--- config.mk ---
export PLATFORM = sky130hd
export DESIGN_NAME = seq_chunk_adder
export DESIGN_NICKNAME = d
export VERILOG_FILES = /design/src/rtl/alu_pkg.sv /design/src/rtl/adder_chunk.sv /design/src/rtl/seq_chunk_adder.sv
export SDC_FILE = /design/constraint.sdc
export NUM_CORES = 1
export LEC_CHECK = 0
export CAP_MARGIN = 20
export CELL_PAD_IN_SITES_DETAIL_PLACEMENT = 1
export CELL_PAD_IN_SITES_GLOBAL_PLACEMENT = 1
export CORE_MARGIN = 10
export CORE_UTILIZATION = 43
export CTS_BUF_LIST = sky130_fd_sc_hd__clkbuf_2
export DETAILED_ROUTE_END_ITERATION = 6
export GPL_TIMING_DRIVEN = 0
export PLACE_DENSITY = 0.84
export SETUP_SLACK_MARGIN = 0.15
export SKIP_CTS_REPAIR_TIMING = 1
export SLEW_MARGIN = 20
export SYNTH_ARGS = -nofsm -noshare
export SYNTH_HDL_FRONTEND = slang
export SYNTH_SLANG_ARGS = --single-unit
--- constraint.sdc ---
create_clock -name clk -period 8.9 [get_ports clk]
set_input_delay 2.225 -clock clk [delete_from_list [all_inputs] [get_ports clk]]
set_output_delay 2.225 -clock clk [all_outputs]
set_load 0.01 [all_outputs]
--- src/rtl/alu_pkg.sv ---
// Shared ALU definitions: sequencer states and operation encodings.
package alu_pkg;

  typedef enum logic [1:0] {
    ST_IDLE = 2'd0,
    ST_BUSY = 2'd1,
    ST_DONE = 2'd2
  } state_t;

  localparam logic OP_ADD = 1'b0;
  localparam logic OP_SUB = 1'b1;

endpackage

--- src/rtl/adder_chunk.sv ---
// Purely combinational CHUNK-bit adder with carry in/out.
module adder_chunk #(
  parameter int CHUNK = 8
) (
  input  logic [CHUNK-1:0] a,
  input  logic [CHUNK-1:0] b,
  input  logic             cin,
  output logic [CHUNK-1:0] sum,
  output logic             cout
);

  logic [CHUNK:0] full;

  // Widen by one bit so the carry-out lands in the MSB.
  always_comb begin
    full = {1'b0, a} + {1'b0, b} + {{CHUNK{1'b0}}, cin};
    sum  = full[CHUNK-1:0];
    cout = full[CHUNK];
  end

endmodule

--- src/rtl/seq_chunk_adder.sv ---
// Multi-cycle add/subtract: WIDTH bits processed CHUNK bits per clock,
// carry rippled through a register between chunks, LSB chunk first.
//
// Handshakes: a transfer happens on a rising edge where valid && ready.
// in_ready is high only in IDLE; out_valid is high only in DONE, where sum
// and flags stay frozen until out_ready completes the transfer.
module seq_chunk_adder
  import alu_pkg::*;
#(
  parameter int WIDTH = 32,
  parameter int CHUNK = 8
) (
  input  logic             clk,
  input  logic             rst,
  input  logic             in_valid,
  output logic             in_ready,
  input  logic [WIDTH-1:0] a,
  input  logic [WIDTH-1:0] b,
  input  logic             cin,
  input  logic             op,
  output logic             out_valid,
  input  logic             out_ready,
  output logic [WIDTH-1:0] sum,
  output logic             cout,
  output logic             ovf,
  output logic             zero
);

  localparam int N     = WIDTH / CHUNK;
  localparam int IDX_W = (N > 1) ? $clog2(N) : 1;
  localparam logic [IDX_W-1:0] IDX_LAST = IDX_W'(N - 1);

  state_t           state_q, state_d;
  logic [WIDTH-1:0] a_q, a_d;
  logic [WIDTH-1:0] b_q, b_d;
  logic [WIDTH-1:0] sum_q, sum_d;
  logic             carry_q, carry_d;
  logic [IDX_W-1:0] idx_q, idx_d;
  logic             cout_q, cout_d;
  logic             ovf_q, ovf_d;
  logic             zero_q, zero_d;

  logic [CHUNK-1:0] a_chunk, b_chunk, chunk_sum;
  logic             chunk_cout;
  logic             chunk_we;
  logic             last_step;
  logic [WIDTH-1:0] sum_next;

  // Select the operand chunk addressed by idx.
  always_comb begin
    a_chunk = '0;
    b_chunk = '0;
    for (int k = 0; k < N; k++) begin
      if (idx_q == IDX_W'(k)) begin
        a_chunk = a_q[k*CHUNK +: CHUNK];
        b_chunk = b_q[k*CHUNK +: CHUNK];
      end
    end
  end

  adder_chunk #(.CHUNK(CHUNK)) u_adder_chunk (
    .a   (a_chunk),
    .b   (b_chunk),
    .cin (carry_q),
    .sum (chunk_sum),
    .cout(chunk_cout)
  );

  // Merge the fresh chunk into the running sum when a step is taken.
  always_comb begin
    chunk_we  = (state_q == ST_BUSY);
    last_step = chunk_we && (idx_q == IDX_LAST);
    sum_next  = sum_q;
    for (int k = 0; k < N; k++) begin
      if (chunk_we && (idx_q == IDX_W'(k))) begin
        sum_next[k*CHUNK +: CHUNK] = chunk_sum;
      end
    end
  end

  // FSM next-state plus datapath register updates.
  always_comb begin
    state_d = state_q;
    a_d     = a_q;
    b_d     = b_q;
    sum_d   = sum_q;
    carry_d = carry_q;
    idx_d   = idx_q;
    cout_d  = cout_q;
    ovf_d   = ovf_q;
    zero_d  = zero_q;

    unique case (state_q)
      ST_IDLE: begin
        if (in_valid) begin
          // Subtract is a + ~b + 1, so only b and the initial carry differ.
          a_d     = a;
          b_d     = (op == OP_SUB) ? ~b : b;
          carry_d = (op == OP_SUB) ? 1'b1 : cin;
          idx_d   = '0;
          state_d = ST_BUSY;
        end
      end
      ST_BUSY: begin
        sum_d   = sum_next;
        carry_d = chunk_cout;
        if (last_step) begin
          idx_d   = '0;
          cout_d  = chunk_cout;
          ovf_d   = (a_q[WIDTH-1] == b_q[WIDTH-1]) &&
                    (sum_next[WIDTH-1] != a_q[WIDTH-1]);
          zero_d  = (sum_next == '0);
          state_d = ST_DONE;
        end else begin
          idx_d = idx_q + 1'b1;
        end
      end
      ST_DONE: begin
        if (out_ready) begin
          state_d = ST_IDLE;
        end
      end
      default: begin
        state_d = ST_IDLE;
      end
    endcase
  end

  // State and datapath registers; reset discards any operation in flight.
  always_ff @(posedge clk or posedge rst) begin
    if (rst) begin
      state_q <= ST_IDLE;
      a_q     <= '0;
      b_q     <= '0;
      sum_q   <= '0;
      carry_q <= 1'b0;
      idx_q   <= '0;
      cout_q  <= 1'b0;
      ovf_q   <= 1'b0;
      zero_q  <= 1'b0;
    end else begin
      state_q <= state_d;
      a_q     <= a_d;
      b_q     <= b_d;
      sum_q   <= sum_d;
      carry_q <= carry_d;
      idx_q   <= idx_d;
      cout_q  <= cout_d;
      ovf_q   <= ovf_d;
      zero_q  <= zero_d;
    end
  end

  // Handshake and result outputs decode directly from registers.
  always_comb begin
    in_ready  = (state_q == ST_IDLE);
    out_valid = (state_q == ST_DONE);
    sum       = sum_q;
    cout      = cout_q;
    ovf       = ovf_q;
    zero      = zero_q;
  end

endmodule

==> results of run 1 <==
[registers in the layout, summed over array words and instances, names as in the netlist]
signal and flops:
a_q 32, idx_q 2, state_q 2, cout 1, sum 32, carry_q 1, b_q 32, zero 1
ovf 1
[cell usage after synthesis, types with 3 or more instances]
master    count
mux2_2        3
nand2_1     183
dfrtp_1     104
buf_2        10
nor3_1        3
or4_1         4
nand3b_1      4
a22oi_1       8
o21ai_0      81
nand2b_1      4
nor2_1       35
clkbuf_1     26
inv_1        10
ha_1         11
nand3_1       5
xnor2_1      33
a21oi_1      31
nor2b_1       3
[power by group]
| part | switching [µW] | internal [µW] |
|---|---|---|
| Combinational | 997 | 630 |
| Sequential | 149 | 685 |
| Clock | 163 | 36.0 |
| Total | 1310 | 1350 |
[worst register-to-register path: stages (launching register included)]
cell      delay [ns]
dfrtp_1         0.51
inv_1           0.11
ha_1            0.25
clkbuf_1        0.41
nand2_1         0.10
nor2_1          0.10
a21oi_1         0.05
nor2_1          0.11
a21oi_1         0.06
o21ai_0         0.36
fa_1            0.31
inv_1           0.08
fa_1            0.41
nand2b_1        0.21
a21oi_2         0.23
or4_1           0.17
o311ai_2        0.23
a211o_1         0.34
a31o_1          0.17
[layout by cell type (no fill, tap or decap), drive strengths merged, types with 8 or more instances in the layout]
cell           instances
a21oi                 33
a22oi                  8
buf                   16
clkbuf                36
clkdlybuf4s50        105
dfrtp                104
ha                    11
inv                   12
nand2                183
nor2                  36
o21ai                 85
xnor2                 34
[layer usage]
metal / part of all wire / vias up
met3: 0.045 / 22
met4: 0.019 / 0
met1: 0.43 / 2305
met5: 0 / -
li1: - / 2251
met2: 0.51 / 118
[kinds of logic after synthesis]
kind of cell | Yosys count | share of synthesized area
DFF | 104 | 0.486
and+or+nand+nor | 256 | 0.205
muxes | 4 | 0.00911
buffers and inverters | 52 | 0.0416
xor gates and xnor gates | 36 | 0.0624
adders and majority gates | 13 | 0.0332
AOI/OAI and AO/OA | 144 | 0.163
[layout make-up]
class,instances,area share
flip-flops and latches,104,0.386
multi-input cells,453,0.376
repair buffers,106,0.160
well taps,168,0.0312
plain buffers,41,0.0269
clock buffers,10,0.00743
inverters,11,0.00687
clock inverters,6,0.00520
[worst max path at each step]
| stage | startpoint | endpoint | slack (ns) |
|---|---|---|---|
| final | state_q[0] | in_ready | 4.54 |
| after global routing | idx_q[0] | zero | 4.27 |
| after detailed placement | idx_q[0] | zero | 4.70 |
| after global placement | rst | b_q[15] | 2.48 |
| after CTS | state_q[0] | in_ready | 4.54 |
| after floorplan | rst | a_q[0] | 3.94 |
[metrics by stage]
step | cell area (µm²) | power [µW] | hold slack, ns | setup slack (ns) | cells
2_1_floorplan | 5360 | 1850 | 0.446 | 3.94 | 609
3_3_place_gp | 6620 | 2370 | 0.459 | 2.48 | 882
3_5_place_dp | 6650 | 2470 | 0.467 | 4.70 | 883
4_1_cts | 6740 | 2670 | 0.520 | 4.54 | 899
5_1_grt | 6740 | 2870 | 0.544 | 4.27 | 899
6_report | 6740 | 2660 | 0.512 | 4.54 | 899
==> impl_metrics.env, run 1 <==
export IMPL_initial_core_util=0.442
export IMPL_coreArea_mm2=0.0121
export IMPL_r2r_end="zero"
export IMPL_n_fill_cell=1474
export IMPL_finalCritPeriodShare=0.490
export IMPL_groute_usage_overall=0.191
export IMPL_timing_hold_worst_start="sum[31]"
export IMPL_worst_pin_slew_ns=0.746
export IMPL_worst_path_clk_slew_ns=0.25
export IMPL_fp_row_count=40
export IMPL_postSynth_topFlopCell="dfrtp_1"
export IMPL_outcome="completed"
export IMPL_post_synth_instance_area_mm2=0.00536
export IMPL_first_pass_iters=4
export IMPL_grt_max_degree=73
export IMPL_setup_viol=0
export IMPL_grt_ovfl_total=0
export IMPL_via_count=4696
export IMPL_mapped_nets=692
export IMPL_crit_path_max_incr_delay_ns=0.62
export IMPL_clock_tree_from_tritoncts="built"
export IMPL_seqCellArea_mm2=0.00260
export IMPL_synth_cells=609
export IMPL_nets=809
export IMPL_post_drt_via_cell_ratio=5.22
export IMPL_chipHeight_um=132
export IMPL_clock_latency_ns=0.65
export IMPL_cp_required_ns=6.68
export IMPL_m3_gr_usage=0.0396
export IMPL_multi_input_comb_area_mm2=0.00253
export IMPL_postSynth_asyncResetShare=1.00
export IMPL_clock_tree_htree_level_count=3
export IMPL_max_cap_violations=0
export IMPL_gpl_final_weighted_congestion=0.841
export IMPL_inserted_diodes=0
export IMPL_rsz_0062_raised_after_global_routing="false"
export IMPL_timing_final_hold_violations=0
export IMPL_max_freq_mhz=229
export IMPL_clock_skew_ns=0.0301
export IMPL_floorplan_die_area_mm2=0.0173
export IMPL_grt_pass1_vias=5199
export IMPL_cp_buffers_inverters=2
export IMPL_power_density_mw_per_mm2=395
export IMPL_layout_drive_gt1_share=0.0711
export IMPL_holdPathStages=2
export IMPL_netlist_top_cell_by_area="dfrtp_1"
export IMPL_groute_layer_met1_usage=0.224
export IMPL_min_delay_worst_endpoint="sum[31]"
export IMPL_worst_hold_path_type="flop to flop"
export IMPL_die_w_um=132
export IMPL_critPathMaxFanout=7
export IMPL_routed_wl_um=16600
export IMPL_synth_yosys_warnings=0
export IMPL_r2r_setup_slack_ns=4.61
export IMPL_final_core_util=0.556
export IMPL_syn_avg_cell_area_um2=8.80
export IMPL_signed_area_change_from_the_synthesized_netlist_to_the_final_layout_pct=25.7
export IMPL_worstSetupPathType="flop to output port"
export IMPL_slew_limit_headroom=0.499
export IMPL_worstReg2RegStart="idx_q[0]"
export IMPL_antenna_found_initial=0
export IMPL_cp_num_cells=3
export IMPL_cts_inserted_buffers=9
export IMPL_top_level_ports=107
export IMPL_critical_path_endpoint_type="output port"
export IMPL_detail_route_antenna_nets=0
export IMPL_timing_critical_path_cells="buf_4, nor2_1, clkdlybuf4s50_1"
export IMPL_setup_tns_ns=0
export IMPL_placement_io_buffers=105
export IMPL_synth_seq_area_share=0.486
export IMPL_crit_family="buffers and inverters"
export IMPL_drc=0
export IMPL_top_usage_layer="met2"
export IMPL_drtIter0Drc=208
export IMPL_static_leakage_uw=0.00299
export IMPL_synth_seq_cells=104
export IMPL_synth_distinct_cells=58
export IMPL_root_driver="clkbuf_2"
export IMPL_fin_crit_ns=4.36
export IMPL_clock_tree_buffer_depth=2
export IMPL_synthDominantCellAreaShare=0.486
export IMPL_grtUsageMet2=0.334
export IMPL_cp_arrival_ns=2.14
export IMPL_ff2ff_path_depth=18
export IMPL_timing_final_max_slew_violations=0
export IMPL_grt_first_pass_wirelength_um=27000
export IMPL_timing_critical_path_from_type="flop"
export IMPL_numClockSinks=104
export IMPL_critPathSlowestCell="clkdlybuf4s50_1"
export IMPL_route_detailed_wl_per_inst_um=18.5
export IMPL_irDropWorstVdd_v=0.000202
export IMPL_place_hpwl_um=13200
export IMPL_post_synth_main_area_contributors="dfrtp_1 49%, nand2_1 13%, o21ai_0 7.6%"
export IMPL_count_of_flip_flops_with_a_built_in_enable_after_synthesis=0
(Power assumes the default switching activity.)
==> run 2: changes to the inputs <==
CORE_UTILIZATION = 40   (was 43)
PLACE_DENSITY = 0.78   (was 0.84)
clock period = 4.4 ns   (was 8.9 ns; I/O delays follow)
==> run 2 against run 1 <==
Worst hold slack better by 0.0047 ns. Setup slack worse by 4.2 ns. Critical path depth is 15 higher. Core utilization is 4.2 points lower. Routed wire length is 2.8% lower. Clock-buffer cell count is 1 lower. Total power is 100% higher. Critical endpoint is now zero. Highest routed layer unchanged.
==> impl_metrics.env, run 2 (synthesis gave the netlist of run 1 again) <==
export IMPL_critPathSlowestCell="fa_2"
export IMPL_initial_core_util=0.406
export IMPL_place_hpwl_um=12900
export IMPL_rsz_0062_raised_after_global_routing="false"
export IMPL_crit_family="adder cells"
export IMPL_crit_path_max_incr_delay_ns=0.61
export IMPL_detail_route_antenna_nets=0
export IMPL_signed_area_change_from_the_synthesized_netlist_to_the_final_layout_pct=26.6
export IMPL_via_count=4621
export IMPL_drc=0
export IMPL_numClockSinks=104
export IMPL_layout_common_cells="183 x nand2_1, 105 x clkdlybuf4s50_1, 104 x dfrtp_1"
export IMPL_top_level_ports=107
export IMPL_grt_ovfl_total=0
export IMPL_worstSetupPathType="flop to flop"
export IMPL_power_density_mw_per_mm2=797
export IMPL_route_detailed_wl_per_inst_um=17.8
export IMPL_timing_final_max_slew_violations=0
export IMPL_routed_wl_um=16200
export IMPL_first_pass_iters=4
export IMPL_critPathMaxFanout=10
export IMPL_clock_latency_ns=0.63
export IMPL_groute_usage_overall=0.179
export IMPL_die_w_um=136
export IMPL_r2r_end="zero"
export IMPL_timing_critical_path_from_type="flop"
export IMPL_cts_inserted_buffers=9
export IMPL_timing_final_hold_violations=0
export IMPL_min_delay_worst_endpoint="sum[31]"
export IMPL_nets=809
export IMPL_worst_pin_slew_ns=0.671
export IMPL_cp_arrival_ns=4.60
export IMPL_critical_path_endpoint_type="flop"
export IMPL_worst_path_clk_slew_ns=0.28
export IMPL_gpl_final_weighted_congestion=0.839
export IMPL_inserted_diodes=0
export IMPL_ff2ff_path_depth=18
export IMPL_r2r_setup_slack_ns=0.37
export IMPL_clock_tree_htree_level_count=3
export IMPL_worstReg2RegStart="idx_q[0]"
export IMPL_total_power_uw=5400
export IMPL_worst_hold_path_type="flop to flop"
export IMPL_placement_io_buffers=105
export IMPL_outcome="completed"
export IMPL_max_cap_violations=0
export IMPL_cp_buffers_inverters=3
export IMPL_clock_tree_buffer_depth=2
export IMPL_drtIter0Drc=227
export IMPL_irDropWorstVdd_v=0.000312
export IMPL_floorplan_die_area_mm2=0.0184
export IMPL_root_driver="clkbuf_2"
export IMPL_final_cell_count_no_fill=907
export IMPL_fp_row_count=42
export IMPL_grt_pass1_vias=5117
export IMPL_finalCritPeriodShare=0.915
export IMPL_holdPathStages=2
export IMPL_coreArea_mm2=0.0132
export IMPL_holdWs_ns=0.517
export IMPL_final_core_util=0.514
export IMPL_layout_cells_most_common="nand2_1"
export IMPL_layout_drive_gt1_share=0.0848
export IMPL_antenna_found_initial=0
export IMPL_grt_max_degree=61
export IMPL_fin_crit_ns=4.03
export IMPL_timing_hold_worst_start="sum[31]"
export IMPL_timing_critical_path_cells="inv_1, ha_1, clkbuf_2, nand2_1, nor2_1, a21oi_1, nor2_1, a21oi_1, o21ai_0, fa_1, inv_1, fa_2, nor2b_1, o221ai_1, and4b_1, nand4_1, nor4_2, a31o_1"
export IMPL_clock_skew_ns=0.0312
export IMPL_chipHeight_um=136
export IMPL_grt_first_pass_wirelength_um=26500
export IMPL_static_leakage_uw=0.00302
export IMPL_clock_tree_from_tritoncts="built"
export IMPL_cp_required_ns=4.97
export IMPL_max_freq_mhz=248
export IMPL_setup_viol=0
export IMPL_post_drt_via_cell_ratio=5.09
export IMPL_slew_limit_headroom=0.552
export IMPL_numPlacedInstances=891
[run 2: cell types whose count changed in the layout (fill, tap and decap cells not counted), moves of 2 or more]
cell	change
clkinv_4	+2
clkbuf_1	-4
clkinv_1	-3
clkbuf_2	+3
clkinv_2	+2
[run 2: power breakdown]
group / total, µW / switching [µW] / internal [µW] / leakage, µW
Clock: 432 / 351 / 81.4 / 0.0000642
Combinational: 3290 / 1990 / 1310 / 0.00165
Sequential: 1680 / 294 / 1390 / 0.00131
Total: 5400 / 2630 / 2770 / 0.00302
[run 2: final cells by class]
cell class	instances	area, µm²
Fill cell	1572	6410
Sequential cell	104	2600
Multi-Input combinational cell	453	2550
Timing Repair Buffer	106	1080
Tap cell	176	220
Buffer	41	186
Clock inverter	7	55.1
Inverter	11	46.3
Clock buffer	9	45.0
[run 2: worst max path at each step]
stage / from / endpoint / cells past startpoint
after CTS: idx_q[0] / zero / 18
after floorplan: rst / a_q[0] / 1
final: idx_q[0] / zero / 18
after global routing: idx_q[0] / zero / 18
after detailed placement: idx_q[0] / zero / 18
after global placement: rst / b_q[15] / 2
[run 2: routing by layer]
metal  up-vias  wire (µm)  GRT usage
li1       2254          -          -
met1      2257       7030      0.216
met2        97       8170      0.318
met3        13        786     0.0367
met4         0        166     0.0425
met5         -          0          0
[run 2: metrics by stage]
stage / cell area (µm²) / worst slack (ns) / setup TNS, ns
final: 6780 / 0.374 / 0
after floorplan: 5360 / 0.568 / 0
after global placement: 6630 / -0.933 / -96.39
after global routing: 6780 / 0.161 / 0
after detailed placement: 6660 / 0.202 / 0
after CTS: 6760 / 0.123 / 0
[run 2: worst register-to-register path, delay by kind of cell (launching register included)]
family          cells  cell delay, ns
compound gates      5            0.74
fa+ha+maj           3            1.14
buf+inv             3            0.46
flops               1            0.50
simple gates        7            1.15
